**config.mk**
```make
export PLATFORM = sky130hd
export DESIGN_NAME = cmp_sort_ctrl
export DESIGN_NICKNAME = d
export VERILOG_FILES = /design/src/rtl/cmp_sort_ctrl.sv
export SDC_FILE = /design/constraint.sdc
export NUM_CORES = 1
export LEC_CHECK = 0
export BUFFER_PORTS_ARGS = -buffer_cell sky130_fd_sc_hd__clkbuf_2
export CAP_MARGIN = 20
export CORE_MARGIN = 4
export CORE_UTILIZATION = 55
export DETAILED_ROUTE_END_ITERATION = 7
export GPL_ROUTABILITY_DRIVEN = 0
export PLACE_DENSITY = 0.7
export RECOVER_POWER = 100
export SYNTH_ARGS = -nofsm -noshare
export SYNTH_HDL_FRONTEND = slang
export SYNTH_SLANG_ARGS = --single-unit
```
**constraint.sdc**
```tcl
create_clock -name clk -period 6.1 [get_ports clk]
set_clock_uncertainty 0.05 [all_clocks]
set_input_delay 0.305 -clock clk [delete_from_list [all_inputs] [get_ports clk]]
set_output_delay 0.305 -clock clk [all_outputs]
set_load 0.03 [all_outputs]
```
**src/rtl/cmp_sort_ctrl.sv**
```systemverilog
// Frame buffer with a bubble-sort scheduler: loads N values, sorts them ascending with one
// shared subtract-style compare per clock, then streams the sorted frame out.
module cmp_sort_ctrl #(
  parameter int unsigned N  = 8,
  parameter int unsigned W  = 4,
  parameter int unsigned CW = 8
) (
  input  logic          clk,
  input  logic          rst,
  input  logic          in_valid,
  output logic          in_ready,
  input  logic [W-1:0]  in_data,
  output logic          out_valid,
  input  logic          out_ready,
  output logic [W-1:0]  out_data,
  output logic          out_last,
  output logic          busy,
  output logic [CW-1:0] cmp_count
);

  localparam int unsigned PW = (N > 2) ? $clog2(N) : 1;
  localparam logic [PW-1:0] LastIdx  = PW'(N - 1);
  localparam logic [PW-1:0] LastPass = PW'(N - 2);

  typedef enum logic [1:0] {StLoad, StSort, StDrain} state_e;

  state_e        state;
  logic [PW-1:0] wr_ptr, rd_ptr, j, pass;
  logic          swapped;
  logic [W-1:0]  mem [N];

  logic [PW-1:0] j_nx, rd_nx, j_last;
  logic [W-1:0]  cmp_a, cmp_b, first_val;
  logic [W:0]    diff;
  logic          gt, pass_end, swapped_now;

  always_comb begin
    j_nx        = j + 1'b1;
    rd_nx       = rd_ptr + 1'b1;
    j_last      = LastPass - pass;
    cmp_a       = mem[j];
    cmp_b       = mem[j_nx];
    // A - B as A + ~B + 1: carry-out means A >= B, non-zero difference excludes equality.
    diff        = {1'b0, cmp_a} + {1'b0, ~cmp_b} + (W+1)'(1);
    gt          = diff[W] & (|diff[W-1:0]);
    pass_end    = (j == j_last);
    swapped_now = swapped | gt;
    // Entry 0 as it will look after this cycle's compare, for the first drain beat.
    first_val   = (j == '0 && gt) ? cmp_b : mem[0];
  end

  assign in_ready = (state == StLoad);

  always_ff @(posedge clk or posedge rst) begin
    if (rst) begin
      state     <= StLoad;
      wr_ptr    <= '0;
      rd_ptr    <= '0;
      j         <= '0;
      pass      <= '0;
      swapped   <= 1'b0;
      cmp_count <= '0;
      out_valid <= 1'b0;
      out_last  <= 1'b0;
      out_data  <= '0;
      busy      <= 1'b0;
      for (int i = 0; i < N; i++) mem[i] <= '0;
    end else begin
      unique case (state)
        StLoad: begin
          if (in_valid) begin
            mem[wr_ptr] <= in_data;
            if (wr_ptr == LastIdx) begin
              state     <= StSort;
              wr_ptr    <= '0;
              j         <= '0;
              pass      <= '0;
              swapped   <= 1'b0;
              cmp_count <= '0;
              busy      <= 1'b1;
            end else begin
              wr_ptr <= wr_ptr + 1'b1;
            end
          end
        end
        StSort: begin
          if (cmp_count != '1) cmp_count <= cmp_count + 1'b1;
          if (gt) begin
            mem[j]    <= cmp_b;
            mem[j_nx] <= cmp_a;
          end
          if (pass_end) begin
            if (!swapped_now || pass == LastPass) begin
              state     <= StDrain;
              rd_ptr    <= '0;
              busy      <= 1'b0;
              out_valid <= 1'b1;
              out_data  <= first_val;
              out_last  <= 1'b0;
            end else begin
              pass    <= pass + 1'b1;
              j       <= '0;
              swapped <= 1'b0;
            end
          end else begin
            j       <= j_nx;
            swapped <= swapped_now;
          end
        end
        StDrain: begin
          if (out_ready) begin
            if (rd_ptr == LastIdx) begin
              state     <= StLoad;
              wr_ptr    <= '0;
              rd_ptr    <= '0;
              out_valid <= 1'b0;
              out_last  <= 1'b0;
              out_data  <= '0;
            end else begin
              rd_ptr   <= rd_nx;
              out_data <= mem[rd_nx];
              out_last <= (rd_nx == LastIdx);
            end
          end
        end
        default: state <= StLoad;
      endcase
    end
  end

endmodule

```
Word level (Yosys, flattened, before mapping)
Index checks and enable logic that the tools add are counted.

Register bits: 62. Latch bits: 0. Bits in writable memories: 0. Bits in read-only memories: 0. Output and inout port bits: 16. Logic and storage cells: 154. Memories kept: 0.

Add/sub/neg operators: 8. Multiply operators: 0. Div/mod/pow operators: 0. Order comparisons: 7. Equality and inequality tests: 18. Shift operators: 0. Multiplexer cells: 74. Bitwise logic cells: 7. Reductions and logical operators: 21.

Operators with widths (number): bitwise mux 32 bit (3); 2-to-1 mux 32 bit (2); case mux 32 bit (2 select lines) (1); 2-to-1 mux 4 bit (14); 2-to-1 mux 3 bit (14); binary-select mux 4 bit (select 3 bit) (3); demux 4 bit (select 3 bit) (3); 2-to-1 mux 8 bit (3); case mux 3 bit (2 select lines) (4); greater-or-equal comparator 4 bit (second input constant) (4); != test 2 bit (second input constant) (8); NOT 3 -> 4 bit (4); case mux 8 bit (2 select lines) (1); AND reduction 4 bit (4); AND reduction 5 bit (3); 2-to-1 mux 1 bit (14); adder 3 x 1 -> 3 bit (second input constant) (4); == test 3 bit (second input constant) (4); less-than comparator 4 x 1 -> 1 bit (second input constant) (3); 2-to-1 mux 2 bit (6); adder 8 x 1 -> 8 bit (second input constant) (1); != test 8 bit (second input constant) (1); case mux 1 bit (2 select lines) (4); case mux 4 bit (2 select lines) (1); 21 further kinds (26).

Longest topological paths before layout
Gate-level depths: netlist of run 1.

Depth in word-level cells: 16. Gate-level depth with buffers: 18. Gate-level depth less buffers: 14.

Worst setup path before layout of run 1
No wires, ideal clock.

Path kind: reg-to-reg. Start point: register j[0]. End point: register mem[29] in the netlist's numbering. Setup time: 125 ps. Data arrival time: 4052 ps. Required time: 5925 ps. Setup slack: 1873 ps. Cell stages (with the launch flop): 19. Path buffers: 5. Clock period less this slack: 4227 ps. Cells stage by stage: dfrtp_1 buf_2 inv_1 buf_2 ha_1 clkbuf_1 buf_2 mux2i_1 inv_2 ha_1 inv_1 fa_1 nand2b_1 nor3b_1 mux2i_2 a31oi_1 clkbuf_1 nor2_1 mux2_2.

Word-level cells in the longest chain between the ends: 12. Elaborated cells on any way between the ends: 30. Classes of those cells: add/sub: 3; order compare: 4; eq/ne: 1; mux: 14; bitwise: 4; reduce/logical: 4.

Ends and longest elaborated chain: from (decl) (line 28) `logic [PW-1:0] wr_ptr, rd_ptr, j, pass;`; from (signal assigned) (line 106) `j <= j_nx;`; adder 3 x 1 -> 3 bit (line 38) `j_nx = j + 1'b1;`; NOT 3 -> 4 bit (not written as such) (line 42, 90); binary-select mux 4 bit (select 3 bit) (line 42) `cmp_b = mem[j_nx];`; 2-to-1 mux 4 bit (not written as such) (2 in series) (line 42); NOT 4 bit (line 44) `diff = {1'b0, cmp_a} + {1'b0, ~cmp_b} + (W+1)'(1);`; adder 4 x 4 -> 5 bit (line 44); adder 5 x 1 -> 5 bit (line 44); OR reduction 4 bit (line 45) `gt = diff[W] & (|diff[W-1:0]);`; bitwise AND 1 bit (line 45); != test 2 bit (no line); AND reduction 3 bit (no line); to (signal, indexed assignment) (line 72) `mem[wr_ptr] <= in_data;`; to (signal, indexed assignment) (line 89) `mem[j] <= cmp_b;`; to (signal, indexed assignment) (line 90) `mem[j_nx] <= cmp_a;`; to (decl) (line 30) `logic [W-1:0] mem [N];`.

Several ways; a longest one is shown, not always the timed one. The select of a mux whose other input is x is not followed. A chain may end at the register's enable or synchronous reset.

Final worst setup path of run 1
Start point: register j[0]. End point: register out_data[2].

Word-level cells in the longest chain between the ends: 15. Elaborated cells on any way between the ends: 27. Classes of those cells: add/sub: 3; eq/ne: 3; mux: 10; bitwise: 5; reduce/logical: 6.

Ends and longest elaborated chain: adder 3 x 1 -> 3 bit (line 38); NOT 3 -> 4 bit (not written as such) (line 42); binary-select mux 4 bit (select 3 bit) (line 42); 2-to-1 mux 4 bit (not written as such) (2 in series) (line 42); NOT 4 bit (line 44); adder 4 x 4 -> 5 bit (line 44); adder 5 x 1 -> 5 bit (line 44); OR reduction 4 bit (line 45); bitwise AND 1 bit (line 45); logical AND 1 bit / OR 1 bit (equally long branches) (line 49, 47); 2-to-1 mux 4 bit / zero test 1 bit (equally long branches) (line 49, 93); 2-to-1 mux 4 bit / logical OR 1 bit (equally long branches) (line 93) `if (!swapped_now || pass == LastPass) begin`; 2-to-1 mux 4 bit / != test 2 bit (equally long branches); case mux 4 bit (2 select lines) / AND reduction 4 bit (equally long branches); to (signal assigned) (line 98) `out_data <= first_val;`; to (signal assigned) (line 121) `out_data <= mem[rd_nx];`; to (decl) (line 15) `output logic [W-1:0] out_data,`.

Several ways; a longest one is shown, not always the timed one. The select of a mux whose other input is x is not followed.

==> flow_summary.yaml, run 1 <==
status:
  status: "finished, violations left"
  violations: "DRC, capacitance limit, slew limit"
yosys:
  yosys.area_share.simple_pct: 15.6
  synthAdderAreaFrac_pct: 4.49
  synthArstFlopShare_pct: 100
  yosysSeqAreaShare_pct: 33.5
  syn_area_sq_um: 4630
  synth_top_family_by_area: "compound AO/OA/AOI/OAI gates"
  synth_nets: 499
  synth_edf_count: 0
  synth_ff_type: "dfrtp_1"
  synth_seq_cells: 62
  synth.mux.area_fraction_pct: 16.3
  synth_cell_types: 64
  synth_cells: 475
  avgSynthCellArea_sq_um: 9.74
  synth_xor_area_share_pct: 2.19
  synth_warnings: 0
  synth_compound_area_share_pct: 23.4
route:
  drtAntennaViolNets: 0
  dr.pass1.iters: 8
  drt-initial-drc-count: 815
  totalWireLength_um: 14300
  drc: 31
  num_vias: 4330
  wl_per_cell_um: 23.9
  viasPerCell: 7.25
clock_network:
  cts_root_buffer: "clkbuf_8"
  cts_hold_buf: 0
  clock_latency_ps: 360
  clk_pin_slew_ps: 80
  cts_sinks: 62
  cts_buffers: 9
  cts.htree.levels: 3
  postCtsSetupRepairBufs: 0
  cts-resized-gates: 0
  clockBufferDepth: 2
  cts_tree: "yes"
pwr:
  peakVddDrop_uv: 353
  leakage_nw: 2.04
  finalPower_w: 0.00320
  power.density_nw_per_um2: 646
critical_path:
  slowest_delay_ps: 800
  path_cells: "inv_1 > ha_1 > nand3b_1 > mux2i_1 > or4_1 > inv_1 > ha_1 > xor2_1 > nor3b_1 > mux2i_1 > a21oi_1 > a21oi_2 > mux2_2"
  rr_worst_depth: 13
  path_delay_family: "multiplexers"
  start_kind: "register"
  cp-end-kind: "register"
  crit_buf_inv: 2
  worst-path-max-fanout: 22
  r2r-end: "out_data[2]$_DFFE_PP0P_"
  path_class: "reg -> reg"
  cp.arrival_ps: 5570
  worstReg2RegStart: "j[0]$_DFFE_PP0P_"
  cpMaxStageDelayCell: "ha_1"
  rrSetupSlack_ps: 720
  cp.required_ps: 6290
placed_design:
  io_buffers: 23
  place_area_sq_um: 4810
  dp_hpwl_um: 9870
global_route:
  track_usage_pct: 29.8
  overflow: 0
  grt_pass1_vias: 4152
  grt_pass1_wl_um: 22900
  antenna_found_initial: 0
  grt_start_max_net_pins: 63
floorplanning:
  die_h_um: 99.7
  ios: 24
  dieWidth_um: 99.7
  dieArea_sq_um: 9940
  num_rows: 33
  start_util_pct: 56.3
  core_sq_um: 8220
sta:
  setup-tns-final_ps: 0
  max_slew.worst_pin.slew_ps: 3390
  rsz0062_at_grt: "no"
  post-route-period-util_pct: 88.2
  maxSlewViolCount: 63
  max_slew_margin_pct: -126
  hold_viol_final: 0
  setup_viol: 0
  fmax_mhz: 186
  finalCriticalPeriod_ps: 5380
finish:
  design_area_sq_um: 4950
  final_nets: 512
  drive_above_1_share_pct: 17.3
  fin_util_pct: 60.2
  area_delta_synth_final_pct: 7.01
  diodes: 0
job:
  cap_violations: 1
hold_path:
  hold_path_class: "in -> reg"
  hold_path_depth: 3
  holdPathEnd: "out_valid$_DFFE_PP0P_"
  worstHoldStart: "out_ready"
worst min-delay path, delay by kind of cell:
kind / cells / cell delay, ps
buffers and inverters: 1 / 100
and+or+nand+nor: 1 / 180
AOI/OAI and AO/OA: 1 / 80
where the power goes:
| group | switching [W] | total, W | internal [W] |
|---|---|---|---|
| Combinational | 0.00134 | 0.00211 | 0.000774 |
| Clock | 0.000176 | 0.000319 | 0.000143 |
| Sequential | 0.000206 | 0.000766 | 0.000560 |
flip-flops by register name, indices dropped and copies added, names as in the netlist, 2 cells and up:
register and cells:
rd_ptr 3, mem 32, j 3, cmp_count 8, out_data 4, pass 3, state 2, wr_ptr 3
final cells by class:
type,count,area [sq um]
fill,705,3270
multi-input combinational,364,2870
sequential,62,1550
timing repair buffer,34,168
tap,105,131
clock buffer,9,124
inverter,17,63.8
clock inverter,6,40.0
layout by cell type (no fill, tap or decap), types with 3 or more instances in the layout:
cell type and n:
mux4_2 15, clkbuf_1 18, nand3b_1 7, mux2i_1 11, mux2_2 27, nand2b_1 10
a22oi_1 11, o41ai_1 11, o2bb2ai_1 3, ha_1 15, inv_1 14, a221oi_1 25
o221ai_1 3, a221o_1 5, a21oi_1 19, nand2_1 26, clkinvlp_4 4, o21ai_0 29
dfrtp_1 62, clkbuf_2 8, o31ai_1 15, a21o_1 3, and2_1 7, clkbuf_8 9
nor2b_1 3, or3_1 8, nand3_1 11, and3_1 9, xor2_1 8, buf_4 8
nor3_1 14, nand4_1 3, nor2_1 26
stage by stage:
step,setup WS [ps],cells,hold slack [ps]
final,723,597,307
after global routing,377,597,363
after CTS,1010,596,142
after detailed placement,1030,581,432
after global placement,1310,581,409
after floorplan,1870,475,431
metal layers:
layer  share of wire (%)  up-vias  global-route usage, %
met4                 4.1        0                   11.0
met2                  44      302                   44.2
met1                  39     2096                   40.9
met3                  13       58                   9.47
li1                    -     1874                      -
met5                   0        -                      0
cell families after synthesis:
group,Yosys count
xor gates and xnor gates,10
and+or+nand+nor,137
buffers and inverters,49
muxes,53
adders and majority gates,16
DFF,62
AOI/OAI and AO/OA,148
synthesized netlist by cell type, drive strengths merged (4+ instances only):
cell	count	area share, %
dfrtp	62	34
o21ai	31	3.4
mux2	27	6.6
a221oi	26	5.1
nand2	26	2.1
nor2	26	2.1
a21oi	20	2.2
buf	16	1.8
clkbuf	16	1.3
inv	16	1.3
ha	15	4.1
mux4	15	7.3
nor3	15	1.7
o31ai	15	2.4
a22oi	11	1.8
mux2i	11	2.5
nand3	11	1.2
o41ai	11	2.1
nand2b	10	1.4
and2	9	1.2
and3	9	1.2
or3	8	1.1
xor2	8	1.5
nand3b	7	1.1
a221o	5	1.1
nor2b	4	0.54
worst max path at each step:
stage / slack, ps / startpoint / depth (start not counted) / endpoint
after detailed placement: 1030 / j[0]$_DFFE_PP0P_ / 13 / out_data[2]$_DFFE_PP0P_
after CTS: 1010 / j[0]$_DFFE_PP0P_ / 13 / out_data[2]$_DFFE_PP0P_
after floorplan: 1870 / j[0]$_DFFE_PP0P_ / 18 / mem[29]$_DFFE_PP0P_
after global placement: 1310 / j[0]$_DFFE_PP0P_ / 13 / out_last$_DFFE_PP0P_
final: 720 / j[0]$_DFFE_PP0P_ / 13 / out_data[2]$_DFFE_PP0P_
after global routing: 380 / j[0]$_DFFE_PP0P_ / 13 / state[1]$_DFFE_PP0P_
No activity file was read; power rests on OpenSTA's default activity.
==> run 2: changes to the inputs <==
CORE_UTILIZATION = 62   (was 55)
PLACE_DENSITY = 0.78   (was 0.7)
==> run 2 against run 1 <==
The flow finishes with violations (capacitance limit, slew limit). Global-route usage is 3.0 points higher. Sequential share of layout area decreased by 0.27 points. Worst hold slack improved by 29 ps. Core utilization grew 8.6 points. Wire length is 1.9% lower. First-iteration DRC count down 0.12%. Non-clock buffer count did not move. Worst setup slack gained 25 ps. Via count increased by 1.8%. Largest cell class unchanged. Highest routed layer unchanged.
==> flow_summary.yaml, run 2 (synthesis gave the netlist of run 1 again) <==
status:
  status: "finished, violations left"
  violations: "capacitance limit, slew limit"
clock_network:
  clock_latency_ps: 350
  postCtsSetupRepairBufs: 0
  cts-resized-gates: 0
  clockBufferDepth: 2
  cts.htree.levels: 3
  cts_root_buffer: "clkbuf_8"
  cts_buffers: 9
  cts_sinks: 62
  clk_pin_slew_ps: 70
  cts_tree: "yes"
  cts_hold_buf: 0
floorplanning:
  start_util_pct: 63.8
  core_sq_um: 7250
  ios: 24
  num_rows: 31
  dieWidth_um: 94.4
  dieArea_sq_um: 8910
  die_h_um: 94.4
route:
  num_vias: 4410
  viasPerCell: 7.45
  drt-initial-drc-count: 814
  dr.pass1.iters: 7
  wl_per_cell_um: 23.7
  totalWireLength_um: 14000
  drc: 0
  drtAntennaViolNets: 0
hold_path:
  worstHoldStart: "out_ready"
  hold_path_depth: 3
  holdPathEnd: "out_valid$_DFFE_PP0P_"
  hold_path_class: "in -> reg"
sta:
  fmax_mhz: 187
  maxSlewViolCount: 63
  finalCriticalPeriod_ps: 5350
  holdWs_ps: 335
  max_slew_margin_pct: -117
  setup-tns-final_ps: 0
  fin_ws_ps: 747
  max_slew.worst_pin.slew_ps: 3250
  hold_viol_final: 0
  rsz0062_at_grt: "no"
  setup_viol: 0
  post-route-period-util_pct: 87.7
finish:
  diodes: 0
  regMostFlops: "mem"
  largest_register_ffs: 32
  drive_above_1_share_pct: 17.0
  seqCellArea_sq_um: 1550
  largestRegisters: "mem x32, cmp_count x8, out_data x4"
  mostFrequentLayoutCells: "62 x dfrtp_1, 29 x o21ai_0, 27 x mux2_2, 26 x nand2_1, 26 x nor2_1"
  multi_input_area_sq_um: 2870
  fillCellCount: 594
  final_nets: 512
  area_delta_synth_final_pct: 7.95
  final_common_cell: "dfrtp_1"
  fin_util_pct: 68.8
critical_path:
  cpMaxStageDelayCell: "clkbuf_1"
  path_cells: "inv_1 > ha_1 > nand3b_1 > mux2i_1 > or4_1 > buf_4 > inv_1 > ha_1 > xor2_1 > nor3b_1 > mux2i_1 > a31oi_2 > clkbuf_1 > nor2_1 > mux2_2"
  cp.arrival_ps: 5530
  path_delay_family: "buffers and inverters"
  worst-path-max-fanout: 32
  cp.required_ps: 6280
  rr_worst_depth: 15
  r2r-end: "mem[13]$_DFFE_PP0P_"
  slowest_delay_ps: 960
  rrSetupSlack_ps: 750
  start_kind: "register"
  crit_buf_inv: 4
  worstReg2RegStart: "j[0]$_DFFE_PP0P_"
  cp-end-kind: "register"
  path_class: "reg -> reg"
global_route:
  grt_start_max_net_pins: 63
  track_usage_pct: 32.8
  grt_use_met1_pct: 43.3
  grt_pass1_vias: 4173
  overflow: 0
  antenna_found_initial: 0
  use_met2_pct: 48.6
  grt_pass1_wl_um: 21900
  grt_busiest_layer: "met2"
  gr-usage-met3_pct: 10.6
placed_design:
  io_buffers: 23
  dp_hpwl_um: 9590
  pre_cts_slack_ps: 1430
job:
  cap_violations: 1
run 2: layer usage:
layer  up-vias  wire [um]
met5         -          0
met2       362       6190
met3       105       1730
met1      2067       5210
li1       1876          -
met4         0        884
run 2: through the flow:
stage | std cells | instance area [sq um]
2_1_floorplan | 475 | 4630
5_1_grt | 592 | 4990
3_3_place_gp | 574 | 4800
4_1_cts | 590 | 5020
6_report | 592 | 4990
3_5_place_dp | 574 | 4800
run 2: worst max path at each step:
stage                     startpoint                 endpoint  depth (start not counted)
global route        j[0]$_DFFE_PP0P_      mem[13]$_DFFE_PP0P_                         15
floorplan           j[0]$_DFFE_PP0P_      mem[29]$_DFFE_PP0P_                         18
CTS                 j[0]$_DFFE_PP0P_  out_data[0]$_DFFE_PP0P_                         14
global placement    j[0]$_DFFE_PP0P_    rd_ptr[1]$_DFFE_PP0P_                         14
detailed placement  j[0]$_DFFE_PP0P_    rd_ptr[0]$_DFFE_PP0P_                         14
finish              j[0]$_DFFE_PP0P_      mem[13]$_DFFE_PP0P_                         15
run 2: final cells by class:
class | count | area share (%)
tap | 99 | 2.48
timing repair buffer | 34 | 3.28
inverter | 17 | 1.28
multi-input combinational | 364 | 57.4
clock inverter | 6 | 1.70
sequential | 62 | 31.1
clock buffer | 10 | 2.76
run 2: tightest hold or removal path, cell delays in order:
cell and delay [ps]:
clkbuf_2 100, and2_0 190, a22oi_1 90
Power of run 2 is not shown: default switching activity piles up to over one toggle a cycle in this logic, so the estimate is an artifact.
==> run 3: changes to the inputs <==
ABC_AREA = 1   (was unset)
CORE_UTILIZATION = 63   (was 62)
GPL_TIMING_DRIVEN = 0   (was unset)
==> run 3 against run 2 <==
The flow still finishes with violations (capacitance limit, slew limit). Die area rose by 8.7%. Global-route usage rose by 1.4 points. Sequential share of layout area fell by 3.0 points. Synthesized area rose by 11%. Highest routed layer unchanged.
==> flow_summary.yaml, run 3 <==
pwr:
  leakage_nw: 2.93
  switching_power_w: 0.00211
  swShare_pct: 59.9
  peakVddDrop_uv: 357
  power.density_nw_per_um2: 636
  intPower_w: 0.00141
  p_clk_share_pct: 10.5
  comb_power_share_pct: 68.7
  power_frac_seq_pct: 20.9
global_route:
  overflow: 0
  grt_pass1_vias: 5359
  grt_pass1_wl_um: 26600
  antenna_found_initial: 0
  grt_start_max_net_pins: 46
  track_usage_pct: 34.2
route:
  dr.max_layer_used: "met4"
  drc: 0
  totalWireLength_um: 16300
  drtAntennaViolNets: 0
  dr_wl_met3_um: 2150
  drt-initial-drc-count: 734
  num_vias: 5801
  drt-met1-wl_um: 6620
  wl_per_cell_um: 16.5
  viasPerCell: 5.86
  wl_met2_um: 6780
  dr.pass1.iters: 5
sta:
  holdWs_ps: 190
  fin_ws_ps: 847
  rsz0062_at_grt: "no"
  setup-tns-final_ps: 0
  finalCriticalPeriod_ps: 5250
  max_slew.worst_pin.slew_ps: 2310
  maxSlewViolCount: 46
  post-route-period-util_pct: 86.1
  fmax_mhz: 190
  max_slew_margin_pct: -54.3
  hold_viol_final: 0
  setup_viol: 0
clock_network:
  clock_latency_ps: 360
  clk_pin_slew_ps: 80
  cts_buffers: 9
  cts_sinks: 62
  cts_tree: "yes"
  cts.htree.levels: 3
  clockBufferDepth: 2
  cts_root_buffer: "clkbuf_8"
hold_path:
  hold_path_class: "in -> reg"
yosys:
  synth_cell_types: 38
  synthTopCellsByArea: "nand2_1 31%, dfrtp_1 30%, o21ai_0 7.5%, inv_1 4.7%, ha_1 3.6%"
  yosysTopAreaCellShare_pct: 31.5
  synth_nets: 871
  synth.top_cells.by_count: "432 x nand2_1, 77 x o21ai_0, 64 x inv_1"
  avgSynthCellArea_sq_um: 6.08
  synth_edf_count: 0
  yosysSeqAreaShare_pct: 30.1
  syn_area_sq_um: 5150
  synth_warnings: 0
  synth_ff_type: "dfrtp_1"
  synthArstFlopShare_pct: 100
  synth_most_common_cell: "nand2_1"
  synth_top_cell_by_area: "nand2_1"
  synth_cells: 847
  synth_seq_cells: 62
floorplanning:
  num_rows: 32
  core_sq_um: 7850
  die_h_um: 98.4
  dieArea_sq_um: 9680
  start_util_pct: 65.6
  dieWidth_um: 98.4
  ios: 24
finish:
  final_common_cell: "nand2_1"
  seqCellArea_sq_um: 1550
  multi_input_area_sq_um: 3100
  largest_register_ffs: 32
  final_nets: 907
  mostFrequentLayoutCells: "433 x nand2_1, 81 x o21ai_0, 67 x inv_1, 62 x dfrtp_1, 32 x nand3_1"
  diodes: 0
  design_area_sq_um: 5540
  area_delta_synth_final_pct: 7.53
  regMostFlops: "mem"
  fillCellCount: 740
  largestRegisters: "mem x32, cmp_count x8, out_data x4"
  drive_above_1_share_pct: 7.43
placed_design:
  pre_cts_slack_ps: 1610
  place_area_sq_um: 5410
  dp_hpwl_um: 12100
  io_buffers: 23
critical_path:
  start_kind: "register"
  cp.arrival_ps: 5490
  critPathMostFrequentCell: "nand2_1"
  cpMaxStageDelayCell: "dfrtp_1"
  cp.required_ps: 6340
  cp-end-kind: "register"
  slowest_delay_ps: 480
  path_class: "reg -> reg"
  worst-path-max-fanout: 10
  path_cells: "inv_1 > clkbuf_1 > ha_1 > inv_1 > clkbuf_1 > nand2_1 > nand2_1 > nand2_1 > nand2_1 > ha_1 > inv_1 > fa_1 > inv_1 > nand2_1 > a21oi_1 > nand3_1 > nand2_1 > o21ai_0 > buf_4 > nand3_1 > inv_2 > nand2_1 > nand2_1"
status:
  status: "finished, violations left"
  violations: "capacitance limit, slew limit"
job:
  cap_violations: 1
-- run 3: timing repair --
item	in CTS	in global routing
setup buffers	0	0
resized for setup	0	0
hold buffers	1	0
endpoints found under the hold margin	17	0
-- run 3: area by class of cell --
type,instances,share of cell area (%)
Buffer,30,3.37
Multi-Input combinational cell,681,55.9
Clock buffer,10,2.31
Clock inverter,6,1.11
Sequential cell,62,28.0
Inverter,74,5.02
Tap cell,102,2.31
Timing Repair Buffer,25,1.97
-- run 3: metrics by stage --
stage	instances	utilization, %	total power [W]
5_1_grt	990	70.6	0.00381
2_1_floorplan	847	-	0.00247
4_1_cts	990	71.5	0.00352
3_3_place_gp	972	68.7	0.00309
3_5_place_dp	973	69.0	0.00315
6_report	990	70.6	0.00352
-- run 3: worst paths after layout --
| path | start | to | slack [ps] | cells after the start |
|---|---|---|---|---|
| max | j[1]$_DFFE_PP0P_ | mem[2]$_DFFE_PP0P_ | 850 | 23 |
| min | in_valid | wr_ptr[2]$_DFFE_PP0P_ | 190 | 3 |
| max reg2reg | j[1]$_DFFE_PP0P_ | mem[2]$_DFFE_PP0P_ | 850 | 23 |
| min reg2reg | busy$_DFFE_PP0P_ | busy$_DFFE_PP0P_ | 430 | 2 |
| max in group asynchronous | rst | mem[25]$_DFFE_PP0P_ | 2840 | 4 |
| min in group asynchronous | rst | mem[15]$_DFFE_PP0P_ | 540 | 3 |
-- run 3: layer usage --
layer  track usage (%)  vias to the layer above
li1                  -                     2748
met1              46.7                     2612
met2              49.7                      360
met3              9.14                       81
met4              17.5                        0
met5                 0                        -
-- run 3: cells by family after synthesis --
group	count (synthesis)	share of synthesized area (%)
and+or+nand+nor	539	43.5
AOI/OAI and AO/OA	120	12.3
buffers and inverters	104	9.06
DFF	62	30.1
adders and majority gates	16	4.03
xor gates and xnor gates	6	1.02
-- run 3: worst max-delay path: cells and delay by family, from the launching register on --
kind / cells / cell delay, ps
flops: 1 / 480
compound gates: 2 / 350
fa+ha+maj: 3 / 1110
buf+inv: 8 / 1770
simple gates: 10 / 1400
-- run 3: power by group through the flow --
stage	Clock (W)	Sequential [W]	Combinational (W)
2_1_floorplan	0	0.000747	0.00173
3_3_place_gp	0	0.000724	0.00237
3_5_place_dp	0	0.000730	0.00242
4_1_cts	0.000367	0.000722	0.00243
5_1_grt	0.000387	0.000745	0.00268
6_report	0.000369	0.000735	0.00242
